===== src/rtl/view_param_controller.sv =====
// view_param_controller: per-frame view-parameter engine between the pad inputs and the iteration core.
// Ports: clk, rst (sync, active-high), v_begin frame strobe, ui_in/uio_in buttons (sticky-captured);
//        centre_x/centre_y, zoom_level, max_iter_limit registered params, params_changed pulse.
// Latency: inputs sampled on the v_begin cycle N appear at N+1. There is no backpressure; every frame start is accepted.
module view_param_controller #(
  parameter int COORD_WIDTH   = 16,
  parameter int FRAC_BITS     = 12,
  parameter int ZOOM_WIDTH    = 5,
  parameter int ZOOM_MAX      = 20,
  parameter int ITER_WIDTH    = 8,
  parameter int ITER_MIN      = 15,
  parameter int ITER_MAX      = 255,
  parameter int ITER_STEP     = 16,
  parameter int ITER_DEFAULT  = 63,
  parameter int DEFAULT_CX    = -(1 << (FRAC_BITS - 1)),
  parameter int DEFAULT_CY    = 0,
  parameter int BASE_PAN_STEP = 512,
  parameter int HOLD_FRAMES   = 8,
  parameter int ACCEL_MAX     = 2
) (
  input  logic                          clk,
  input  logic                          rst,
  input  logic                          v_begin,
  input  logic [7:0]                    ui_in,
  input  logic [7:0]                    uio_in,
  output logic signed [COORD_WIDTH-1:0] centre_x,
  output logic signed [COORD_WIDTH-1:0] centre_y,
  output logic [ZOOM_WIDTH-1:0]         zoom_level,
  output logic [ITER_WIDTH-1:0]         max_iter_limit,
  output logic                          params_changed
);
  localparam int SW      = COORD_WIDTH + ACCEL_MAX;
  localparam int CW      = COORD_WIDTH + 1;
  localparam int IW      = ITER_WIDTH + 1;
  localparam int CNT_MAX = HOLD_FRAMES * ACCEL_MAX;
  localparam int CNT_W   = $clog2(CNT_MAX + 1);

  typedef enum logic [1:0] {DIR_NONE = 2'd0, DIR_NEG = 2'd1, DIR_POS = 2'd2} dir_t;

  typedef struct packed {
    logic signed [COORD_WIDTH-1:0] coord;
    logic [CNT_W-1:0]              cnt;
    dir_t                          dir;
  } axis_t;

  // Command bits: [0]zoom_in [1]zoom_out [2]left [3]right [4]up [5]down [6]reset_view [7]iter_up [8]iter_down
  logic [8:0]            pending;
  logic [8:0]            cur;
  logic [8:0]            eff;
  logic [CNT_W-1:0]      cnt_x, cnt_y;
  dir_t                  dir_x, dir_y;
  axis_t                 ax, ay;
  logic [ZOOM_WIDTH-1:0] zoom_n;
  logic [ITER_WIDTH-1:0] iter_n;
  logic [IW-1:0]         iter_up;
  logic                  changed;
  logic                  unused_bits;

  assign cur         = {uio_in[1:0], ui_in[6:0]};
  assign eff         = pending | cur;
  assign unused_bits = ^{ui_in[7], uio_in[7:2]};

  // One axis of panning: direction tracking, hold acceleration, step and saturating move.
  function automatic axis_t pan_axis(input logic neg, input logic pos, input dir_t prev,
                                     input logic [CNT_W-1:0] cnt,
                                     input logic signed [COORD_WIDTH-1:0] c,
                                     input logic [ZOOM_WIDTH-1:0] z);
    axis_t                 r;
    logic [CNT_W-1:0]      used;
    int                    accel;
    logic [SW-1:0]         step;
    logic signed [CW-1:0]  sum;
    r.coord = c;
    r.cnt   = '0;
    r.dir   = DIR_NONE;
    used    = '0;
    accel   = 0;
    step    = '0;
    sum     = '0;
    if (neg ^ pos) begin
      r.dir = neg ? DIR_NEG : DIR_POS;
      // A new direction restarts acceleration from zero for this frame's step.
      used  = (r.dir == prev) ? cnt : '0;
      accel = int'(used) / HOLD_FRAMES;
      if (accel > ACCEL_MAX) accel = ACCEL_MAX;
      step = (SW'(BASE_PAN_STEP) << accel) >> z;
      // Deep zoom shifts the step to zero; keep at least one LSB of movement.
      if (step == '0) step = SW'(1);
      if (neg) sum = {c[COORD_WIDTH-1], c} - CW'(step);
      else     sum = {c[COORD_WIDTH-1], c} + CW'(step);
      // Sign and extra bit disagree only on overflow: saturate instead of wrapping.
      if (sum[CW-1] != sum[CW-2])
        r.coord = sum[CW-1] ? {1'b1, {(COORD_WIDTH-1){1'b0}}} : {1'b0, {(COORD_WIDTH-1){1'b1}}};
      else
        r.coord = sum[COORD_WIDTH-1:0];
      r.cnt = (used < CNT_W'(CNT_MAX)) ? used + CNT_W'(1) : CNT_W'(CNT_MAX);
    end
    return r;
  endfunction

  always_comb begin
    ax = pan_axis(eff[2], eff[3], dir_x, cnt_x, centre_x, zoom_level);
    ay = pan_axis(eff[4], eff[5], dir_y, cnt_y, centre_y, zoom_level);

    zoom_n = zoom_level;
    if (eff[0] && !eff[1] && zoom_level < ZOOM_WIDTH'(ZOOM_MAX))
      zoom_n = zoom_level + ZOOM_WIDTH'(1);
    else if (eff[1] && !eff[0] && zoom_level != '0)
      zoom_n = zoom_level - ZOOM_WIDTH'(1);

    iter_n  = max_iter_limit;
    iter_up = {1'b0, max_iter_limit} + IW'(ITER_STEP);
    if (eff[7] && !eff[8])
      iter_n = (iter_up > IW'(ITER_MAX)) ? ITER_WIDTH'(ITER_MAX) : iter_up[ITER_WIDTH-1:0];
    else if (eff[8] && !eff[7])
      iter_n = ({1'b0, max_iter_limit} < IW'(ITER_MIN + ITER_STEP)) ? ITER_WIDTH'(ITER_MIN)
                                                                    : max_iter_limit - ITER_WIDTH'(ITER_STEP);

    // Recentre wins over every other command that frame; the iteration limit is kept.
    // The frame counts as "no direction" so the next press starts a fresh hold.
    if (eff[6]) begin
      ax.coord = COORD_WIDTH'(DEFAULT_CX);
      ax.cnt   = '0;
      ax.dir   = DIR_NONE;
      ay.coord = COORD_WIDTH'(DEFAULT_CY);
      ay.cnt   = '0;
      ay.dir   = DIR_NONE;
      zoom_n   = '0;
      iter_n   = max_iter_limit;
    end

    changed = (ax.coord != centre_x) || (ay.coord != centre_y) ||
              (zoom_n != zoom_level) || (iter_n != max_iter_limit);
  end

  always_ff @(posedge clk) begin
    if (rst) begin
      pending        <= '0;
      centre_x       <= COORD_WIDTH'(DEFAULT_CX);
      centre_y       <= COORD_WIDTH'(DEFAULT_CY);
      zoom_level     <= '0;
      max_iter_limit <= ITER_WIDTH'(ITER_DEFAULT);
      params_changed <= 1'b0;
      cnt_x          <= '0;
      cnt_y          <= '0;
      dir_x          <= DIR_NONE;
      dir_y          <= DIR_NONE;
    end else if (v_begin) begin
      pending        <= '0;
      centre_x       <= ax.coord;
      centre_y       <= ay.coord;
      zoom_level     <= zoom_n;
      max_iter_limit <= iter_n;
      params_changed <= changed;
      cnt_x          <= ax.cnt;
      cnt_y          <= ay.cnt;
      dir_x          <= ax.dir;
      dir_y          <= ay.dir;
    end else begin
      pending        <= eff;
      params_changed <= 1'b0;
    end
  end
endmodule

===== config.mk =====
export PLATFORM = sky130hd
export DESIGN_NAME = view_param_controller
export DESIGN_NICKNAME = d
export VERILOG_FILES = /design/src/rtl/view_param_controller.sv
export SDC_FILE = /design/constraint.sdc
export NUM_CORES = 1
export LEC_CHECK = 0
export CAP_MARGIN = 25
export CORE_AREA = 4 4 149 151
export DETAILED_ROUTE_END_ITERATION = 10
export DIE_AREA = 0 0 153 155
export SLEW_MARGIN = 20
export SYNTH_ARGS = -nofsm -noshare
export SYNTH_HDL_FRONTEND = slang
export SYNTH_SLANG_ARGS = --single-unit

===== constraint.sdc =====
create_clock -name clk -period 5.8 [get_ports clk]
set_clock_uncertainty 0.15 [all_clocks]
set_input_delay 0.58 -clock clk [delete_from_list [all_inputs] [get_ports clk]]
set_output_delay 0.58 -clock clk [all_outputs]
set_load 0.01 [all_outputs]

==> results of run 1 <==
-- routing by layer --
layer / vias to the layer above / GRT usage / part of all wire
met5: - / 0 / 0
met4: 0 / 0.0768 / 0.030
met3: 73 / 0.0426 / 0.072
met2: 343 / 0.370 / 0.45
met1: 4164 / 0.308 / 0.44
li1: 4253 / - / -
-- cell type report --
type | instances | area (um^2)
Fill cell | 2049 | 10300
Multi-Input combinational cell | 837 | 5940
Timing Repair Buffer | 298 | 2390
Sequential cell | 69 | 1380
Tap cell | 275 | 344
Clock buffer | 10 | 239
Inverter | 42 | 158
Clock inverter | 4 | 50.0
-- power by group --
| part | leakage [nW] | internal (mW) | switching [mW] |
|---|---|---|---|
| Sequential | 0.562 | 0.494 | 0.0438 |
| Clock | 0.136 | 0.339 | 0.233 |
| Combinational | 3.52 | 0.545 | 0.574 |
| Total | 4.22 | 1.38 | 0.850 |
-- logic make-up (layout without fill, tap and decap cells) --
group                      count (synthesis)  in the layout
adders and majority gates                 56             56
xor gates and xnor gates                  44             44
muxes                                      9              9
and+or+nand+nor                          367            367
buffers and inverters                     96            354
AOI/OAI and AO/OA                        361            361
DFF                                       69             69
-- flip-flops by register name, indices dropped and copies added, names as in the netlist --
name            flops
max_iter_limit      8
dir_x               2
cnt_y               5
params_changed      1
cnt_x               5
pending             9
centre_x           16
dir_y               2
zoom_level          5
centre_y           16
-- layout by cell type (no fill, tap or decap), types with 13 or more instances in the layout --
cell             count
nand2_1            100
xnor2_1             18
nand2b_1            18
a21oi_1             72
nor3_1              28
o21a_1              13
inv_1               38
xor2_1              15
buf_4              235
clkdlybuf4s50_1     55
nor2_1             100
nand3_1             17
a31oi_1             13
dfxtp_1             68
ha_1                40
a21o_1              15
o21ai_0             73
-- critical path: cells and delay by family --
family	cells	cell delay [ns]
fa+ha+maj	2	0.47
buf+inv	2	0.17
simple gates	12	2.45
compound gates	10	1.78
xor+xnor	2	0.39
-- through the flow --
stage	setup WS, ns	total power [mW]	std cells	utilization	hold slack (ns)
finish	0.00996	2.23	1535	0.504	0.309
global route	-0.258	2.35	1535	0.504	0.327
CTS	0.000941	2.17	1527	0.489	0.315
detailed placement	-0.939	1.56	1493	0.460	0.302
global placement	-0.839	1.56	1493	0.460	0.290
floorplan	-0.106	1.09	1002	-	0.300
-- worst min-delay path by stage --
stage	slack [ns]	depth (start not counted)	to	from
after floorplan	0.30	2	pending[3]	pending[3]
after CTS	0.32	1	max_iter_limit[2]	max_iter_limit[2]
final	0.31	1	max_iter_limit[1]	max_iter_limit[1]
after global placement	0.29	1	max_iter_limit[2]	max_iter_limit[2]
after detailed placement	0.30	1	max_iter_limit[2]	max_iter_limit[2]
after global routing	0.33	1	max_iter_limit[3]	max_iter_limit[3]
-- timing repair --
action,in CTS,in global routing
resized for setup,41,57
pin swaps,35,44
setup endpoints to repair,27,23
setup buffers,20,8
==> flow_metrics.py, run 1 <==
metrics = {
    "outcome": {
        "outcome": "completed",
    },
    "synthesis": {
        "ys_types": 91,
        "netlist_area_um2": 7170,
        "synth-xor-area-share": 0.0548,
        "synth-compound-area-share": 0.340,
        "synth.avg_cell_area_um2": 7.16,
        "synth_warnings": 0,
        "postSynthCellCount": 1002,
        "synth_top_area_frac": 0.193,
        "synth-seq-area-share": 0.193,
        "synth_top_cell_by_area": "dfxtp_1",
        "yosysMostFrequentCell": "nor2_1",
        "synth-edff-count": 0,
        "synth_nets": 1069,
        "synth_top_family_by_area": "compound AO/OA/AOI/OAI gates",
        "yosys.area_share.simple": 0.248,
        "synth_common_cells": "106 x nor2_1, 104 x nand2_1, 81 x a21oi_1",
        "yosys_register_bits": 69,
        "synthFlopType": "dfxtp_1",
        "synthMuxAreaShare": 0.0133,
        "synth.top_cells.by_area": "dfxtp_1 19%, ha_1 8.0%, a21oi_1 5.7%",
        "synth_fa_ha_area_frac": 0.0972,
        "async_flop_share": 0,
    },
    "timing": {
        "period_needed_ns": 5.79,
        "slew_viol_final": 0,
        "finalHoldViolCount": 0,
        "worst_pin_slew_ns": 0.821,
        "fmax_ghz": 0.173,
        "finalSetupTns_ns": 0,
        "setup_viol": 0,
        "timing.final.crit_share": 0.998,
        "rsz0062_at_grt": "true",
        "slew_headroom": 0.450,
    },
    "place": {
        "post-dp-hpwl_um": 20900,
        "portBuffers": 57,
        "place_area_um2": 9580,
        "place_congestion": 0.993,
    },
    "grt": {
        "antenna_found_initial": 0,
        "overflow": 0,
        "grt_max_degree": 35,
        "grt_util_all_layers": 0.229,
        "grt_pass1_wl_um": 44300,
        "grt_pass1_vias": 8359,
    },
    "run": {
        "drv_cap": 0,
    },
    "worst_setup_path": {
        "cp-end-kind": "register",
        "arrival_ns": 5.85,
        "cp_data_required_time_ns": 5.86,
        "ff2ff_path_depth": 27,
        "r2r_setup_slack_ns": 0.02,
        "worstSetupEndpoint": "params_changed",
        "cp-startpoint": "ui_in[4]",
        "cp_slowest_cell": "or4b_4",
        "crit_type": "in2reg",
        "cp-start-kind": "primary input",
        "crit_top_cell": "nand2_1",
        "worstReg2RegStart": "pending[4]",
        "reg2reg_to": "params_changed",
        "worst_path_largest_cell_delay_ns": 0.54,
        "cp_max_fo": 7,
    },
    "die": {
        "die_height_um": 155,
        "die_width_um": 153,
        "ioPinCount": 65,
        "initial_core_util": 0.344,
        "rows": 53,
        "coreArea_um2": 20800,
        "dieArea_um2": 23700,
    },
    "cells_and_area": {
        "final_layout_size_suffix_gt1_frac": 0.297,
        "finalNetCount": 1324,
        "design_area_um2": 10500,
        "diodes": 0,
        "synthToLayoutAreaGrowth_pct": 46.5,
    },
    "pwr": {
        "leakagePower_nw": 4.22,
        "powerDensity_nw_per_um2": 212,
        "ir_drop_uv": 160,
    },
    "detailed_routing": {
        "first_iter_violations": 864,
        "route.vias.total": 8833,
        "drt-total-wl_um": 28300,
        "ant_nets": 0,
        "drc": 0,
        "firstDrtPassIters": 5,
        "wl_per_cell_um": 18.4,
        "routed_via_density": 5.75,
    },
    "cts": {
        "cts_max_level": 3,
        "cts.sinks": 69,
        "cts_buffer_depth": 2,
        "cts_buffers": 9,
        "hold_buffers": 0,
        "cts_tree": "built",
        "clock-root-buffer": "clkbuf_16",
        "clkTransAtPathRegs_ns": 0.06,
        "clock_latency_ns": 0.35,
    },
    "worst_hold_path": {
        "hp-class": "reg2reg",
    },
}
Power figures use the tool's default switching activity.
==> run 2: changes to the inputs <==
Settings changed: PLACE_DENSITY_LB_ADDON set to 0.08.
==> run 2 against run 1 <==
- the run now ends with negative setup slack left
- flip-flop and latch count is the same
- clock-buffer cell count is 1 higher
- non-clock buffer count rose by 5
- worst setup slack got worse by 0.073 ns
- routed wire length increased by 5.3%
- largest power group unchanged
- die area unchanged
- sequential share of layout area is essentially flat
- critical path type unchanged
- fmax shrank 1.2%
==> flow_metrics.py, run 2 (synthesized netlist as in run 1, its figures left out) <==
metrics = {
    "cts": {
        "cts_max_level": 3,
        "clkTransAtPathRegs_ns": 0.06,
        "cts_buffer_depth": 2,
        "cts_tree": "built",
        "cts.sinks": 69,
        "cts_buffers": 9,
        "hold_buffers": 0,
        "clock-root-buffer": "clkbuf_16",
        "clock_latency_ns": 0.35,
    },
    "worst_hold_path": {
        "holdPathEnd": "max_iter_limit[1]",
        "hp-class": "reg2reg",
        "hp-start": "max_iter_limit[1]",
        "whs_path_depth": 1,
    },
    "cells_and_area": {
        "finalNetCount": 1329,
        "layout_commonest_cell": "buf_4",
        "final_layout_size_suffix_gt1_frac": 0.288,
        "design_area_um2": 10500,
        "diodes": 0,
        "synthToLayoutAreaGrowth_pct": 46.3,
        "mostFrequentLayoutCells": "242 x buf_4, 100 x nand2_1, 98 x nor2_1",
        "reg_top3": "centre_x: 16 flops, centre_y: 16 flops, pending: 9 flops",
    },
    "pwr": {
        "leakagePower_nw": 4.24,
        "ir_drop_uv": 136,
        "total_power_mw": 2.23,
        "powerDensity_nw_per_um2": 213,
    },
    "timing": {
        "finalHoldViolCount": 0,
        "fmax_ghz": 0.171,
        "period_needed_ns": 5.86,
        "worst_pin_slew_ns": 0.942,
        "slew_viol_final": 0,
        "rsz0062_at_grt": "true",
        "setup_viol": 1,
        "hold_slack_ns": 0.322,
        "timing.final.crit_share": 1.01,
        "setup_ws_ns": -0.0628,
        "slew_headroom": 0.356,
    },
    "die": {
        "ioPinCount": 65,
        "initial_core_util": 0.344,
        "die_height_um": 155,
        "coreArea_um2": 20800,
        "dieArea_um2": 23700,
        "die_width_um": 153,
        "rows": 53,
    },
    "outcome": {
        "outcome": "complete, but fails checks",
        "violations": "negative setup slack",
    },
    "detailed_routing": {
        "routed_via_density": 5.69,
        "wl_per_cell_um": 19.3,
        "drt-total-wl_um": 29800,
        "firstDrtPassIters": 6,
        "ant_nets": 0,
        "first_iter_violations": 791,
        "drc": 0,
        "route.vias.total": 8769,
    },
    "grt": {
        "grt_max_degree": 35,
        "grt_util_all_layers": 0.243,
        "grt_pass1_vias": 8433,
        "grt_pass1_wl_um": 46500,
        "antenna_found_initial": 0,
        "overflow": 0,
    },
    "worst_setup_path": {
        "cp-end-kind": "register",
        "reg2reg_to": "params_changed",
        "cp_data_required_time_ns": 5.86,
        "worstReg2RegStart": "dir_y[0]",
        "cp_max_fo": 6,
        "cp-start-kind": "primary input",
        "ff2ff_path_depth": 26,
        "arrival_ns": 5.92,
        "r2r_setup_slack_ns": -0.04,
        "crit_type": "in2reg",
    },
    "place": {
        "post-dp-hpwl_um": 22300,
        "place_area_um2": 9660,
        "portBuffers": 57,
        "place_congestion": 0.924,
    },
    "run": {
        "drv_cap": 0,
    },
}
## run 2: how the worst max path moves through the flow
stage | start | end | slack, ns | cells after the start
after global routing | ui_in[2] | params_changed | -0.36 | 27
after global placement | ui_in[4] | params_changed | -0.87 | 32
after floorplan | ui_in[4] | params_changed | -0.11 | 28
after detailed placement | ui_in[4] | params_changed | -0.92 | 31
final | ui_in[4] | params_changed | -0.06 | 27
after CTS | dir_y[0] | params_changed | -0.04 | 27
## run 2: critical path, cell delays in order
cell      delay [ns]
buf_6           0.10
or4b_4          0.56
o21ai_4         0.12
buf_6           0.14
or2b_1          0.25
o32a_1          0.20
and4bb_4        0.22
nand2_2         0.08
nor2_2          0.04
inv_1           0.05
ha_2            0.17
and2_4          0.19
nand4b_1        0.11
nand2_1         0.09
xor2_1          0.14
ha_1            0.26
buf_4           0.17
a21oi_2         0.17
nor3b_4         0.26
a211oi_2        0.11
or3_1           0.41
and2_2          0.26
o211ai_1        0.24
o311ai_1        0.13
or4_1           0.50
nor4_2          0.26
a311oi_1        0.12
## run 2: report_power, final
group	leakage, nW	switching (mW)	internal, mW
registers	0.562	0.0452	0.494
clock network	0.147	0.239	0.353
logic	3.53	0.576	0.522
## run 2: repair_timing
action | in CTS | in global routing
buffers inserted | 16 | 9
resized for setup | 45 | 37
endpoints found under the setup margin | 17 | 14
pin swaps | 29 | 31
## run 2: per-layer routing
layer  global-route usage  wire [um]
met5                    0          0
met4               0.0547        408
met3               0.0420       2070
met2                0.401      13700
met1                0.334      13600
## run 2: layout make-up
type                            instances  area [um^2]
Multi-Input combinational cell        837         5870
Fill cell                            2107        10300
Inverter                               42          158
Clock inverter                          4         47.5
Clock buffer                           11          253
Tap cell                              275          344
Sequential cell                        69         1380
Timing Repair Buffer                  303         2440
## run 2: stage by stage
stage	setup WS (ns)	util	std cells	TNS, ns
floorplan	-0.106	-	1002	-0.106
global placement	-0.868	0.464	1502	-11.31
detailed placement	-0.919	0.464	1502	-13.20
CTS	-0.0443	0.493	1532	-0.0443
global route	-0.359	0.504	1541	-0.781
finish	-0.0628	0.504	1541	-0.0628
==> run 3: changes to the inputs <==
Settings changed: GPL_TIMING_DRIVEN set to 0.
==> run 3 against run 2 <==
- the run still ends with negative setup slack left
- final cell count shrank 10%
- worst hold slack lost 0.0057 ns
- global-route usage shrank 1.0 points
- critical endpoint unchanged
==> flow_metrics.py, run 3 (synthesized netlist as in run 1, its figures left out) <==
metrics = {
    "cells_and_area": {
        "mostFrequentLayoutCells": "99 x nor2_1, 98 x nand2_1, 72 x a21oi_1, 72 x o21ai_0, 64 x dfxtp_1",
        "ff_latch_area_um2": 1390,
        "reg_top3": "centre_x: 16 flops, centre_y: 16 flops, pending: 9 flops",
        "layout_commonest_cell": "nor2_1",
        "diodes": 0,
        "finalNetCount": 1174,
        "final_layout_size_suffix_gt1_frac": 0.183,
        "synthToLayoutAreaGrowth_pct": 31.2,
        "multi_input_area_um2": 6060,
        "fill_cells": 2168,
    },
    "grt": {
        "grt_max_degree": 13,
        "grt_pass1_vias": 7723,
        "overflow": 0,
        "grt_pass1_wl_um": 44300,
        "antenna_found_initial": 0,
        "grt_util_all_layers": 0.233,
    },
    "worst_setup_path": {
        "reg2reg_to": "params_changed",
        "cp-start-kind": "register",
        "worstReg2RegStart": "pending[4]",
        "crit_type": "reg2reg",
        "crit_top_cell": "buf_6",
        "cp_data_required_time_ns": 5.85,
        "cp_slowest_cell": "or4b_4",
        "r2r_setup_slack_ns": -0.21,
        "crit_path_cell_trace": "or4b_4 > o21ai_4 > buf_6 > o21ai_2 > mux2i_2 > and4bb_4 > nand2_4 > nor2_4 > inv_1 > ha_2 > a21oi_4 > ha_1 > nor2b_1 > o31a_1 > o41ai_4 > a211oi_2 > or3_4 > and2_4 > buf_6 > maj3_2 > a211oi_4 > o2111ai_2 > nor4_2 > a311oi_1",
        "cp-end-kind": "register",
        "critical_path.top_delay_family": "simple AND/OR/NAND/NOR gates",
        "cp_max_fo": 10,
        "worst_path_largest_cell_delay_ns": 0.51,
        "path_buf_inv": 3,
        "ff2ff_path_depth": 24,
        "arrival_ns": 6.06,
    },
    "pwr": {
        "total_power_mw": 2.07,
        "ir_drop_uv": 139,
        "leakagePower_nw": 3.44,
        "powerDensity_nw_per_um2": 220,
    },
    "detailed_routing": {
        "drc": 0,
        "wl_per_cell_um": 20.8,
        "routed_via_density": 5.98,
        "route.vias.total": 8294,
        "ant_nets": 0,
        "first_iter_violations": 802,
        "drt-total-wl_um": 28900,
        "firstDrtPassIters": 5,
    },
    "timing": {
        "worst_pin_slew_ns": 0.994,
        "setup_ws_ns": -0.210,
        "setup_viol": 1,
        "timing.final.crit_share": 1.04,
        "period_needed_ns": 6.01,
        "slew_viol_final": 0,
        "fmax_ghz": 0.166,
        "rsz0062_at_grt": "true",
        "slew_headroom": 0.336,
        "hold_slack_ns": 0.316,
        "finalHoldViolCount": 0,
    },
    "place": {
        "portBuffers": 56,
        "post-dp-hpwl_um": 21100,
        "place_congestion": 0.942,
    },
    "cts": {
        "cts.sinks": 69,
        "clock_latency_ns": 0.36,
        "cts_buffer_depth": 2,
        "cts_max_level": 3,
        "cts_buffers": 9,
        "clock-root-buffer": "clkbuf_16",
        "hold_buffers": 0,
        "cts_tree": "built",
        "clkTransAtPathRegs_ns": 0.06,
    },
    "worst_hold_path": {
        "hp-start": "max_iter_limit[3]",
        "whs_path_depth": 1,
        "holdPathEnd": "max_iter_limit[3]",
        "hp-class": "reg2reg",
    },
    "outcome": {
        "outcome": "complete, but fails checks",
        "violations": "negative setup slack",
    },
    "die": {
        "ioPinCount": 65,
        "rows": 53,
        "die_height_um": 155,
        "dieArea_um2": 23700,
        "die_width_um": 153,
        "initial_core_util": 0.344,
        "coreArea_um2": 20800,
    },
    "run": {
        "drv_cap": 0,
    },
}
[run 3: cell types whose count changed in the layout (fill, tap and decap cells not counted), sizes merged]
cell / change
clkinvlp: +2
inv: -1
clkdlybuf4s50: -1
clkbuf: +36
clkinv: +1
buf: -191
[run 3: metrics by stage]
step / setup slack (ns) / utilization / TNS [ns] / std cells / cell area, um^2
2_1_floorplan: -0.106 / - / -0.106 / 1002 / 7290
4_1_cts: -0.239 / 0.435 / -0.239 / 1371 / 9050
3_3_place_gp: -2.00 / 0.394 / -41.11 / 1333 / 8200
6_report: -0.210 / 0.452 / -0.210 / 1387 / 9410
3_5_place_dp: -1.95 / 0.394 / -39.61 / 1333 / 8200
5_1_grt: -0.395 / 0.452 / -0.395 / 1387 / 9410
[run 3: layout make-up]
class	count	area share
Multi-Input combinational cell	837	0.645
Timing Repair Buffer	97	0.0944
Sequential cell	69	0.148
Clock inverter	6	0.00678
Tap cell	275	0.0366
Buffer	51	0.0283
Inverter	42	0.0172
Clock buffer	10	0.0243
[run 3: what timing repair did]
action,in CTS,in global routing
pin swaps,31,30
cloned,0,0
setup endpoints to repair,33,25
setup buffers,25,16
gates resized for setup,95,64
[run 3: worst register-to-register path, delay by kind of cell, from the launching register on]
family	cells	cell delay (ns)
adders and majority gates	3	0.94
buffers and inverters	3	0.36
AOI/OAI and AO/OA	9	1.85
DFF	1	0.36
muxes	1	0.22
and+or+nand+nor	8	1.99
[run 3: worst max-delay path by stage]
| stage | cells past startpoint | endpoint | start |
|---|---|---|---|
| after global routing | 24 | params_changed | pending[4] |
| after CTS | 28 | params_changed | dir_y[0] |
| after floorplan | 28 | params_changed | ui_in[4] |
| after global placement | 24 | params_changed | ui_in[4] |
| after detailed placement | 24 | params_changed | ui_in[4] |
| final | 24 | params_changed | pending[4] |
[run 3: power by group]
part | switching (mW) | total (mW) | internal, mW
clock | 0.248 | 0.581 | 0.333
sequential | 0.0423 | 0.536 | 0.494
combinational | 0.563 | 0.950 | 0.387
total | 0.853 | 2.07 | 1.21
[run 3: metal layers]
metal / global-route usage / wire length, um / vias up
met2: 0.367 / 12900 / 355
met1: 0.326 / 13400 / 3927
met5: 0 / 0 / -
li1: - / - / 3964
met3: 0.0417 / 1980 / 48
met4: 0.0704 / 597 / 0
